===== src/rtl/axi_sram_slave.sv =====
// rtl/axi_sram_slave.sv - AXI3 slave terminating one burst at a time onto a single-port synchronous SRAM
module axi_sram_slave #(
  parameter int ADDR_BITS = 20,
  parameter int ID_W      = 4
) (
  input  logic                 aclk_i,
  input  logic                 aresetn_i,
  input  logic [ID_W-1:0]      arid_i,
  input  logic [31:0]          araddr_i,
  input  logic [7:0]           arlen_i,
  input  logic [2:0]           arsize_i,
  input  logic [1:0]           arburst_i,
  input  logic                 arvalid_i,
  output logic                 arready_o,
  output logic [ID_W-1:0]      rid_o,
  output logic [31:0]          rdata_o,
  output logic [1:0]           rresp_o,
  output logic                 rlast_o,
  output logic                 rvalid_o,
  input  logic                 rready_i,
  input  logic [ID_W-1:0]      awid_i,
  input  logic [31:0]          awaddr_i,
  input  logic [7:0]           awlen_i,
  input  logic [2:0]           awsize_i,
  input  logic [1:0]           awburst_i,
  input  logic                 awvalid_i,
  output logic                 awready_o,
  input  logic [ID_W-1:0]      wid_i,
  input  logic [31:0]          wdata_i,
  input  logic [3:0]           wstrb_i,
  input  logic                 wlast_i,
  input  logic                 wvalid_i,
  output logic                 wready_o,
  output logic [ID_W-1:0]      bid_o,
  output logic [1:0]           bresp_o,
  output logic                 bvalid_o,
  input  logic                 bready_i,
  output logic                 mem_en_o,
  output logic [3:0]           mem_we_o,
  output logic [ADDR_BITS-3:0] mem_addr_o,
  output logic [31:0]          mem_wdata_o,
  input  logic [31:0]          mem_rdata_i
);

  typedef enum logic [2:0] {IDLE, RD_REQ, RD_WAIT, RD_RESP, WR_DATA, WR_RESP} state_t;

  state_t            state_q, state_d;
  logic              rr_q, rr_d;
  logic [ID_W-1:0]   id_q, id_d;
  logic [31:0]       addr_q, addr_d;
  logic [7:0]        len_q, len_d;
  logic [2:0]        size_q, size_d;
  logic [1:0]        burst_q, burst_d;
  logic [7:0]        beat_q, beat_d;
  logic [1:0]        err_q, err_d;
  logic [31:0]       rdata_q, rdata_d;
  logic [1:0]        rresp_q, rresp_d;

  logic        size_err, wrap_err, slv_err, dec_err, last_beat, mem_ok;
  logic        none_valid, ar_sel, aw_sel;
  logic [31:0] step, wrap_mask, next_addr;
  logic        unused_ok;

  assign unused_ok = ^wid_i;

  assign size_err  = size_q > 3'd2;
  assign wrap_err  = (burst_q == 2'b10) &&
                     !(len_q == 8'd1 || len_q == 8'd3 || len_q == 8'd7 || len_q == 8'd15);
  assign slv_err   = size_err | wrap_err;
  assign dec_err   = (addr_q >> ADDR_BITS) != 32'd0;
  assign mem_ok    = !dec_err && !slv_err;
  assign last_beat = beat_q == len_q;
  assign step      = 32'd1 << size_q;
  assign wrap_mask = (({24'd0, len_q} + 32'd1) << size_q) - 32'd1;

  always_comb begin
    next_addr = addr_q + step;
    if (burst_q == 2'b00) begin
      next_addr = addr_q;
    end else if (burst_q == 2'b10) begin
      next_addr = (addr_q & ~wrap_mask) | ((addr_q + step) & wrap_mask);
    end
  end

  // Pointer picks the winner on a tie and also which ready is shown while both valids are low.
  assign none_valid = !arvalid_i && !awvalid_i;
  assign ar_sel = (arvalid_i && (!awvalid_i || !rr_q)) || (none_valid && !rr_q);
  assign aw_sel = (awvalid_i && (!arvalid_i || rr_q))  || (none_valid && rr_q);

  always_comb begin
    state_d   = state_q;
    rr_d      = rr_q;
    id_d      = id_q;
    addr_d    = addr_q;
    len_d     = len_q;
    size_d    = size_q;
    burst_d   = burst_q;
    beat_d    = beat_q;
    err_d     = err_q;
    rdata_d   = rdata_q;
    rresp_d   = rresp_q;
    arready_o = 1'b0;
    awready_o = 1'b0;
    wready_o  = 1'b0;
    mem_en_o  = 1'b0;
    mem_we_o  = 4'd0;
    case (state_q)
      IDLE: begin
        arready_o = ar_sel && aresetn_i;
        awready_o = aw_sel && aresetn_i;
        if (arready_o && arvalid_i) begin
          id_d = arid_i; addr_d = araddr_i; len_d = arlen_i;
          size_d = arsize_i; burst_d = arburst_i;
          beat_d = 8'd0; rr_d = !rr_q; state_d = RD_REQ;
        end else if (awready_o && awvalid_i) begin
          id_d = awid_i; addr_d = awaddr_i; len_d = awlen_i;
          size_d = awsize_i; burst_d = awburst_i;
          beat_d = 8'd0; err_d = 2'b00; rr_d = !rr_q; state_d = WR_DATA;
        end
      end
      RD_REQ: begin
        mem_en_o = mem_ok;
        state_d  = RD_WAIT;
      end
      RD_WAIT: begin
        rdata_d = mem_ok ? mem_rdata_i : 32'd0;
        rresp_d = dec_err ? 2'b11 : (slv_err ? 2'b10 : 2'b00);
        state_d = RD_RESP;
      end
      RD_RESP: begin
        if (rready_i) begin
          if (last_beat) begin
            state_d = IDLE;
          end else begin
            addr_d  = next_addr;
            beat_d  = beat_q + 8'd1;
            state_d = RD_REQ;
          end
        end
      end
      WR_DATA: begin
        wready_o = 1'b1;
        if (wvalid_i) begin
          mem_en_o = mem_ok;
          mem_we_o = mem_ok ? wstrb_i : 4'd0;
          // DECERR is sticky over SLVERR once any beat falls outside the SRAM.
          if (dec_err) begin
            err_d = 2'b11;
          end else if (err_q != 2'b11 && (slv_err || (wlast_i != last_beat))) begin
            err_d = 2'b10;
          end
          addr_d = next_addr;
          beat_d = beat_q + 8'd1;
          if (last_beat) state_d = WR_RESP;
        end
      end
      WR_RESP: begin
        if (bready_i) begin
          err_d   = 2'b00;
          state_d = IDLE;
        end
      end
      default: state_d = IDLE;
    endcase
  end

  always_ff @(posedge aclk_i or negedge aresetn_i) begin
    if (!aresetn_i) begin
      state_q <= IDLE;
      rr_q    <= 1'b0;
      id_q    <= '0;
      addr_q  <= 32'd0;
      len_q   <= 8'd0;
      size_q  <= 3'd0;
      burst_q <= 2'd0;
      beat_q  <= 8'd0;
      err_q   <= 2'd0;
      rdata_q <= 32'd0;
      rresp_q <= 2'd0;
    end else begin
      state_q <= state_d;
      rr_q    <= rr_d;
      id_q    <= id_d;
      addr_q  <= addr_d;
      len_q   <= len_d;
      size_q  <= size_d;
      burst_q <= burst_d;
      beat_q  <= beat_d;
      err_q   <= err_d;
      rdata_q <= rdata_d;
      rresp_q <= rresp_d;
    end
  end

  assign rvalid_o    = state_q == RD_RESP;
  assign rlast_o     = rvalid_o && last_beat;
  assign rid_o       = id_q;
  assign rdata_o     = rdata_q;
  assign rresp_o     = rresp_q;
  assign bvalid_o    = state_q == WR_RESP;
  assign bid_o       = id_q;
  assign bresp_o     = err_q;
  assign mem_addr_o  = addr_q[ADDR_BITS-1:2];
  assign mem_wdata_o = wdata_i;

endmodule


===== config.mk =====
export PLATFORM = sky130hd
export DESIGN_NAME = axi_sram_slave
export DESIGN_NICKNAME = d
export VERILOG_FILES = /design/src/rtl/axi_sram_slave.sv
export SDC_FILE = /design/constraint.sdc
export NUM_CORES = 1
export LEC_CHECK = 0
export BUFFER_PORTS_ARGS = -buffer_cell sky130_fd_sc_hd__buf_2
export CAP_MARGIN = 20
export CELL_PAD_IN_SITES_DETAIL_PLACEMENT = 1
export CELL_PAD_IN_SITES_GLOBAL_PLACEMENT = 1
export CORE_UTILIZATION = 30
export DETAILED_ROUTE_END_ITERATION = 6
export HOLD_SLACK_MARGIN = 0.1
export MAX_ROUTING_LAYER = met4
export PLACE_DENSITY_LB_ADDON = 0.1
export SYNTH_ARGS = -nofsm -noshare
export SYNTH_HDL_FRONTEND = slang
export SYNTH_SLANG_ARGS = --single-unit

===== constraint.sdc =====
create_clock -name aclk_i -period 4.4 [get_ports aclk_i]
set_input_delay 0.66 -clock aclk_i [delete_from_list [all_inputs] [get_ports aclk_i]]
set_output_delay 0.66 -clock aclk_i [all_outputs]
set_load 0.05 [all_outputs]

## After elaboration in Yosys (flattened, before gate mapping)

Cells that the tools add are included.

- RAM bits: 0
- Output and inout bits: 105
- Memories: 0
- ROM bits: 0
- Input port bits: 178
- Logic and storage cells: 132
- Latch bits: 0
- Bits in registers: 97

- Order comparisons: 1
- Bitwise operators: 5
- Shift-type cells: 2
- $mul: 0
- Reductions and logical operators: 37
- Equal/unequal tests: 22
- Mux-type cells: 50
- $add $sub $neg: 4
- Div/mod/pow operators: 0

Operators by type and width:

| operator | count |
|---|---|
| $mux W32 | 8 |
| $pmux W32 S3 | 1 |
| $and A32 B32 Y32 | 2 |
| $mux W8 | 7 |
| $add A32 B32 Y32 | 1 |
| $not A32 Y32 | 1 |
| $or A32 B32 Y32 | 1 |
| $reduce_bool A32 Y1 | 1 |
| $shl A1 B3 Y32 const A | 1 |
| $shl A9 B3 Y32 | 1 |
| $sub A32 B1 Y32 const B | 1 |
| $mux W3 | 8 |
| $pmux W8 S3 | 1 |
| $mux W2 | 10 |
| $mux W4 | 5 |
| $pmux W3 S6 | 1 |
| $logic_and A1 B1 Y1 | 13 |
| $ne A2 B2 Y1 const B | 6 |
| $reduce_and A5 Y1 | 2 |
| $add A8 B1 Y9 const B | 1 |
| $add A8 B1 Y8 const B | 1 |
| $eq A8 B1 Y1 const B | 1 |
| $eq A8 B2 Y1 const B | 1 |
| $eq A8 B3 Y1 const B | 1 |
| 22 further kinds | 45 |

## Depth between registers and ports, before layout

Gate-level depths: netlist of run 1.

- Depth after elaboration: 13
- Gate-level depth with buffers: 15
- Gate-level depth less buffers: 15

## Worst setup path after synthesis of run 1

OpenSTA, ideal clock, no wires.

- Kind: register to output
- From: register len_q[6]
- To: output mem_en_o
- Setup slack: 966 ps
- Buffers on the path: 2
- Arrival time: 2,774 ps
- Required time: 3,740 ps
- Stages on the path, launching flop included: 8
- Cells stage by stage: dfrtp_1 -> clkbuf_1 -> nor4_1 -> o221ai_1 -> a221oi_1 -> and2_1 -> clkbuf_1 -> nor3b_1

- Cells in the longest elaborated chain, start to end: 11
- Elaborated cells on any way between the ends: 14
- Classes of those cells: 4 x eq/ne; 2 x mux; 1 x bitwise; 7 x reduce/logical

Ends and longest elaborated chain:

| element | RTL line | RTL |
|---|---|---|
| from (decl) | 51 | `logic [7:0] len_q, len_d;` |
| from (signal assigned) | 185 | `len_q <= len_d;` |
| $eq A8 B1 Y1 or $eq A8 B2 Y1 (tied branches) | 68 | `!(len_q == 8'd1 \|\| len_q == 8'd3 \|\| len_q == 8'd7 \|\| len_q == 8'd15);` |
| $logic_or A1 B1 Y1 (2 in series) | 68 |  |
| $logic_or A1 B1 Y1 (*) | 68 |  |
| $logic_not A1 Y1 (*) | 68 |  |
| $logic_and A1 B1 Y1 (*) | 67 | `assign wrap_err = (burst_q == 2'b10) &&` |
| $or A1 B1 Y1 (*) | 69 | `assign slv_err = size_err \| wrap_err;` |
| $logic_not A1 Y1 (*) | 71 | `assign mem_ok = !dec_err && !slv_err;` |
| $logic_and A1 B1 Y1 (*) | 71 |  |
| $mux W1 | 143 | `if (wvalid_i) begin` |
| $pmux W1 S2 (*) | 107 | `case (state_q)` |
| to (decl) | 38 | `output logic mem_en_o,` |

Mark *: on every way between the ends. The rest lies on a longest branch, timed or not.

==> flow_summary.ini, run 1 <==
[sta]
rsz0062_at_grt = no
slew_violations = 0
fin_crit_ps = 3883
setup_viol = 0
hold_violations = 0
max_slew_margin_pct = 39.46
clock_skew_ps = 14.40
totalNegativeSetupSlack_ps = 0
fmax_mhz = 257.5
tightestPinTransition_ps = 896.6
fin_crit_sh_pct = 88.25

[grt]
grt_pass1_wl_um = 43190
grt_max_degree = 58
grtUsageTotal_pct = 21.41
antenna_found_initial = 0
grt_pass1_vias = 7840
grt_overflow = 0

[pwr]
vdd_drop_max_uv = 338.5
p_leak_nw = 4.399
comb_power_share_pct = 66.3
totalPowerFinal_mw = 7.467
p_seq_share_pct = 21.9
swShare_pct = 55.99
p_int_mw = 3.286
clkPwrFrac_pct = 11.7
switchingPower_mw = 4.181
p_per_area_mw_per_mm2 = 812.5

[critical_path]
path_class = reg2reg
end_kind = register
crit_required_ps = 4640
cp_max_fo = 14
start_kind = register
r2r_setup_slack_ps = 520
startpoint = len_q[2]$_DFFE_PN0P_
regToRegStartpoint = len_q[2]$_DFFE_PN0P_
cp.arrival_ps = 4120

[placement]
port_buffers = 214
place.gp.congestion = 0.8341
dp_hpwl_um = 20630

[finish]
fillers = 3184
final_cell_mix = buf_2, nand2_1, dfrtp_1
seq_area_mm2 = 0.002427
area_delta_synth_final_pct = 17.97
antenna_cells = 0
nNetsFinal = 1352
final_common_cell = buf_2
drive_gt1_share_pct = 25.75
multi_input_area_mm2 = 0.004624

[detailed_routing]
drc = 0
vias = 7868
firstDrtPassIters = 4
first_iter_violations = 396
detail_route.wl_per_cell_um = 18.39
drtAntennaViolNets = 0
drt_wl_total_um = 27490
via_per_inst = 5.263

[clock_tree]
cts-root-buf = clkbuf_16
cts_buffer_depth = 2
cts.repair.resized = 0
cts_tree = built
cts_buffers = 9
clock-sinks = 97
htree_levels = 3
cts_setup_buffers = 0
clk_latency_ps = 370
postCtsHoldBufs = 0
path_clk_slew_ps = 90

[worst_hold_path]
hold_path_class = in2async

[synth]
ys_types = 71
synth.avg_cell_area_um2 = 7.600
syn-num-nets = 1217
yosys_warnings = 0
synth_ff_type = dfrtp_1
postSynth.asyncResetShare_pct = 100.0
synth_cells = 1025
ys_seq_elements = 97
synth_seq_area_share_pct = 31.16
synth-edff-count = 0
synth_area_mm2 = 0.007790

[run]
maxCapViolations = 0

[floorplan]
die_h_um = 163.1
num_rows = 58
die_w_um = 163.1
design.core.area_mm2 = 0.02533
initial_core_util_pct = 30.76
boundaryPins = 283
dieArea_mm2 = 0.02661

[run_status]
status = complete, no violations
## synth_stat cells (5+ instances only)
cell type,n,share of area (%)
nor3_1,13,0.84
o211a_1,8,1.0
nand4_1,22,1.8
mux2_2,7,1.0
buf_4,55,5.3
a211oi_1,10,0.96
a22o_1,7,0.79
mux2i_1,13,1.7
or3_1,8,0.64
xnor2_1,25,2.8
nor2_1,80,3.9
nand2_1,199,9.6
or2_2,9,0.72
ha_1,13,2.1
nor2b_1,7,0.56
buf_2,13,0.84
a21oi_1,50,3.2
nor4_1,8,0.64
and3_1,16,1.3
a31oi_1,29,2.3
o211ai_1,15,1.4
xor2_1,10,1.1
inv_1,20,0.96
o21a_1,7,0.67
o21ai_0,43,2.8
o31ai_1,9,0.87
clkbuf_1,51,2.5
and4_1,5,0.56
dfrtp_1,97,31
and2_1,10,0.80
nand3_1,66,4.2
nor3b_1,6,0.58
o22ai_1,5,0.40
nand2b_1,11,0.88
## path summary, 6_finish.rpt
| check | to | cells after the start |
|---|---|---|
| max in group asynchronous | rdata_o[26]$_DFFE_PN0P_ | 2 |
| worst min-delay path | asynchronous set/reset pin | 2 |
| worst max-delay path | register | 9 |
| worst max register to register | register | 9 |
| worst min register to register | rdata_o[23]$_DFFE_PN0P_ | 2 |
| min in group aclk_i | rdata_o[23]$_DFFE_PN0P_ | 2 |
## cell families after synthesis
logic type | after synthesis | share of synthesized area, %
simple gates | 476 | 28.98
compound gates | 238 | 20.80
buf+inv | 144 | 9.894
flops | 97 | 31.16
xor+xnor | 36 | 4.144
mux | 20 | 2.682
fa+ha+maj | 14 | 2.345
## stage by stage
stage	cells	hold WS, ps	utilization, %	area [µm²]	setup WS [ps]
after detailed placement	1479	450.7	35.02	8869	525.7
final	1495	466.1	36.29	9190	517.1
after floorplan	1025	364.4	-	7790	966.1
after global routing	1495	484.9	36.29	9190	140.4
after global placement	1479	445.9	35.02	8869	610.3
after CTS	1495	469.2	36.29	9190	451.4
## layer usage
metal / part of all wire [%] / vias to the layer above / GRT usage (%)
met1: 48 / 3777 / 28.18
met4: 1.3 / 0 / 5.013
li1: - / 3862 / -
met5: 0 / - / -
met2: 46 / 204 / 34.15
met3: 5.2 / 25 / 3.530
## power by group through the flow
stage	Combinational [mW]	Sequential, mW	Clock, mW
6_report	4.95	1.64	0.874
2_1_floorplan	3.80	1.56	0
4_1_cts	4.98	1.64	0.901
3_5_place_dp	4.96	1.66	0
3_3_place_gp	4.89	1.65	0
5_1_grt	5.45	1.71	0.925
## layout make-up
cell class              count  share of cell area (%)
clock buffers               9                   2.451
clock inverters             7                   1.048
inverters                  20                  0.8169
multi-input cells         784                   50.32
flip-flops and latches     97                   26.41
well taps                 330                   4.493
repair buffers            248                   14.46
## worst max-delay path: stages (launching register included)
cell and delay (ps):
dfrtp_1 690, nand3_4 200, o21ai_0 470, a21boi_0 270, nor4_2 580, o211ai_1 300
or2_2 430, o21ai_4 250, nand4_1 160, o311ai_0 390
No activity file was read; power rests on OpenSTA's default activity.
==> inputs of run 2 (changes only) <==
- CORE_ASPECT_RATIO: unset -> 1.5
==> run 2 against run 1 <==
Against the previous run: via count rose by 0.95%; worst hold slack worse by 50 ps; sequential power about the same; cell count up 0.40%; critical path type unchanged.
==> flow_summary.ini, run 2 (synthesis results as in run 1) <==
[run_status]
status = complete, no violations

[grt]
antenna_found_initial = 2
grt_pass1_vias = 8174
grt_overflow = 0
grt_pass1_wl_um = 44530
grt_max_degree = 56
grtUsageTotal_pct = 22.10

[placement]
dp_cells = 1483
dp_hpwl_um = 21530
port_buffers = 214
placed_area_mm2 = 0.008911
place.gp.congestion = 0.8391

[critical_path]
critPathMaxStageDelay_ps = 620
cp_top_family = compound AO/OA/AOI/OAI gates
start_kind = register
slowest_stage = nor3_1
path_class = reg2reg
critPathBufInv = 1
cp.arrival_ps = 4100
crit_required_ps = 4660
cp_common_cell = a21oi_1
end_kind = register
cp_max_fo = 10
crit_chain = nor3_1 > ha_1 > inv_1 > fa_1 > nor2b_1 > o21ai_0 > a21oi_1 > o21ai_1 > nand2b_1 > o41ai_1 > a21oi_1 > a22o_1

[pwr]
p_per_area_mw_per_mm2 = 807.9
p_leak_nw = 4.413
vdd_drop_max_uv = 318.9

[sta]
setup_viol = 0
tightestPinTransition_ps = 1056
max_slew_margin_pct = 29.54
fin_crit_ps = 3839
rsz0062_at_grt = no
slew_violations = 0
totalNegativeSetupSlack_ps = 0
hold_violations = 0
clock_skew_ps = 9.207
hold_ws_ps = 416.3
fmax_mhz = 260.5
fin_crit_sh_pct = 87.24

[finish]
instances_no_fill = 1501
area_delta_synth_final_pct = 18.29
drive_gt1_share_pct = 26.13
final_cell_mix = buf_2, nand2_1, dfrtp_1
final_cell_area_mm2 = 0.009215
nNetsFinal = 1358
final_common_cell = buf_2

[detailed_routing]
via_per_inst = 5.292
drt_wl_total_um = 28300
detail_route.wl_per_cell_um = 18.85
vias = 7943
drtAntennaViolNets = 0
firstDrtPassIters = 4
first_iter_violations = 281
drc = 0

[clock_tree]
cts_setup_buffers = 0
path_clk_slew_ps = 80
htree_levels = 3
clk_latency_ps = 370
postCtsHoldBufs = 0
cts_buffers = 9
cts-root-buf = clkbuf_16
cts_tree = built
cts_buffer_depth = 2
clock-sinks = 97
cts.repair.resized = 0

[floorplan]
num_rows = 71
boundaryPins = 283
die_w_um = 133.6
dieArea_mm2 = 0.02663
initial_core_util_pct = 30.77
design.core.area_mm2 = 0.02532
die_h_um = 199.4

[worst_hold_path]
hold_path_class = in2async

[run]
maxCapViolations = 0
==> run 2: per-stage QoR <==
| step | setup slack (ps) | util [%] | total power, mW |
|---|---|---|---|
| 3_3_place_gp | 693.8 | 35.20 | 6.608 |
| 6_report | 561.5 | 36.40 | 7.445 |
| 4_1_cts | 605.9 | 36.38 | 7.550 |
| 5_1_grt | 289.2 | 36.40 | 8.063 |
| 2_1_floorplan | 966.1 | - | 5.359 |
| 3_5_place_dp | 633.9 | 35.20 | 6.680 |
==> run 2: power breakdown <==
part	internal, mW	total (mW)	switching, mW
Clock	0.413	0.824	0.412
Sequential	1.18	1.62	0.441
Combinational	1.73	5.00	3.27
Total	3.32	7.45	4.12
==> run 2: path summary, 6_finish.rpt <==
check	startpoint	to	slack [ps]	depth (start not counted)
setup / recovery	size_q[0]$_DFFE_PN0P_	register	560	12
setup reg to reg	size_q[0]$_DFFE_PN0P_	register	560	12
hold / removal	aresetn_i	asynchronous set/reset pin	420	2
min in group aclk_i	rdata_o[2]$_DFFE_PN0P_	rdata_o[2]$_DFFE_PN0P_	460	2
hold reg to reg	rdata_o[2]$_DFFE_PN0P_	rdata_o[2]$_DFFE_PN0P_	460	2
max in group asynchronous	aresetn_i	size_q[2]$_DFFE_PN0P_	2810	3
==> run 2: routing by layer <==
layer / wire [µm] / vias to the layer above / global-route usage [%]
li1: - / 3865 / -
met2: 14630 / 177 / 39.35
met1: 12000 / 3872 / 25.15
met5: 0 / - / -
met4: 575 / 0 / 7.744
met3: 1096 / 29 / 3.146
==> run 2: layout make-up <==
class	count	area, µm²
diodes	2	5.005
clock buffers	10	239.0
clock inverters	6	60.06
fillers	3219	16100
inverters	20	75.07
multi-input cells	784	4624
flip-flops and latches	97	2427
well taps	328	410.4
repair buffers	254	1374
==> run 2: worst register-to-register path: stages (launching register included) <==
cell      delay [ps]
dfrtp_1          480
nor3_1           630
ha_1             340
inv_1             70
fa_1             410
nor2b_1          130
o21ai_0          120
a21oi_1          240
o21ai_1          270
nand2b_1         390
o41ai_1          320
a21oi_1           90
a22o_1           240
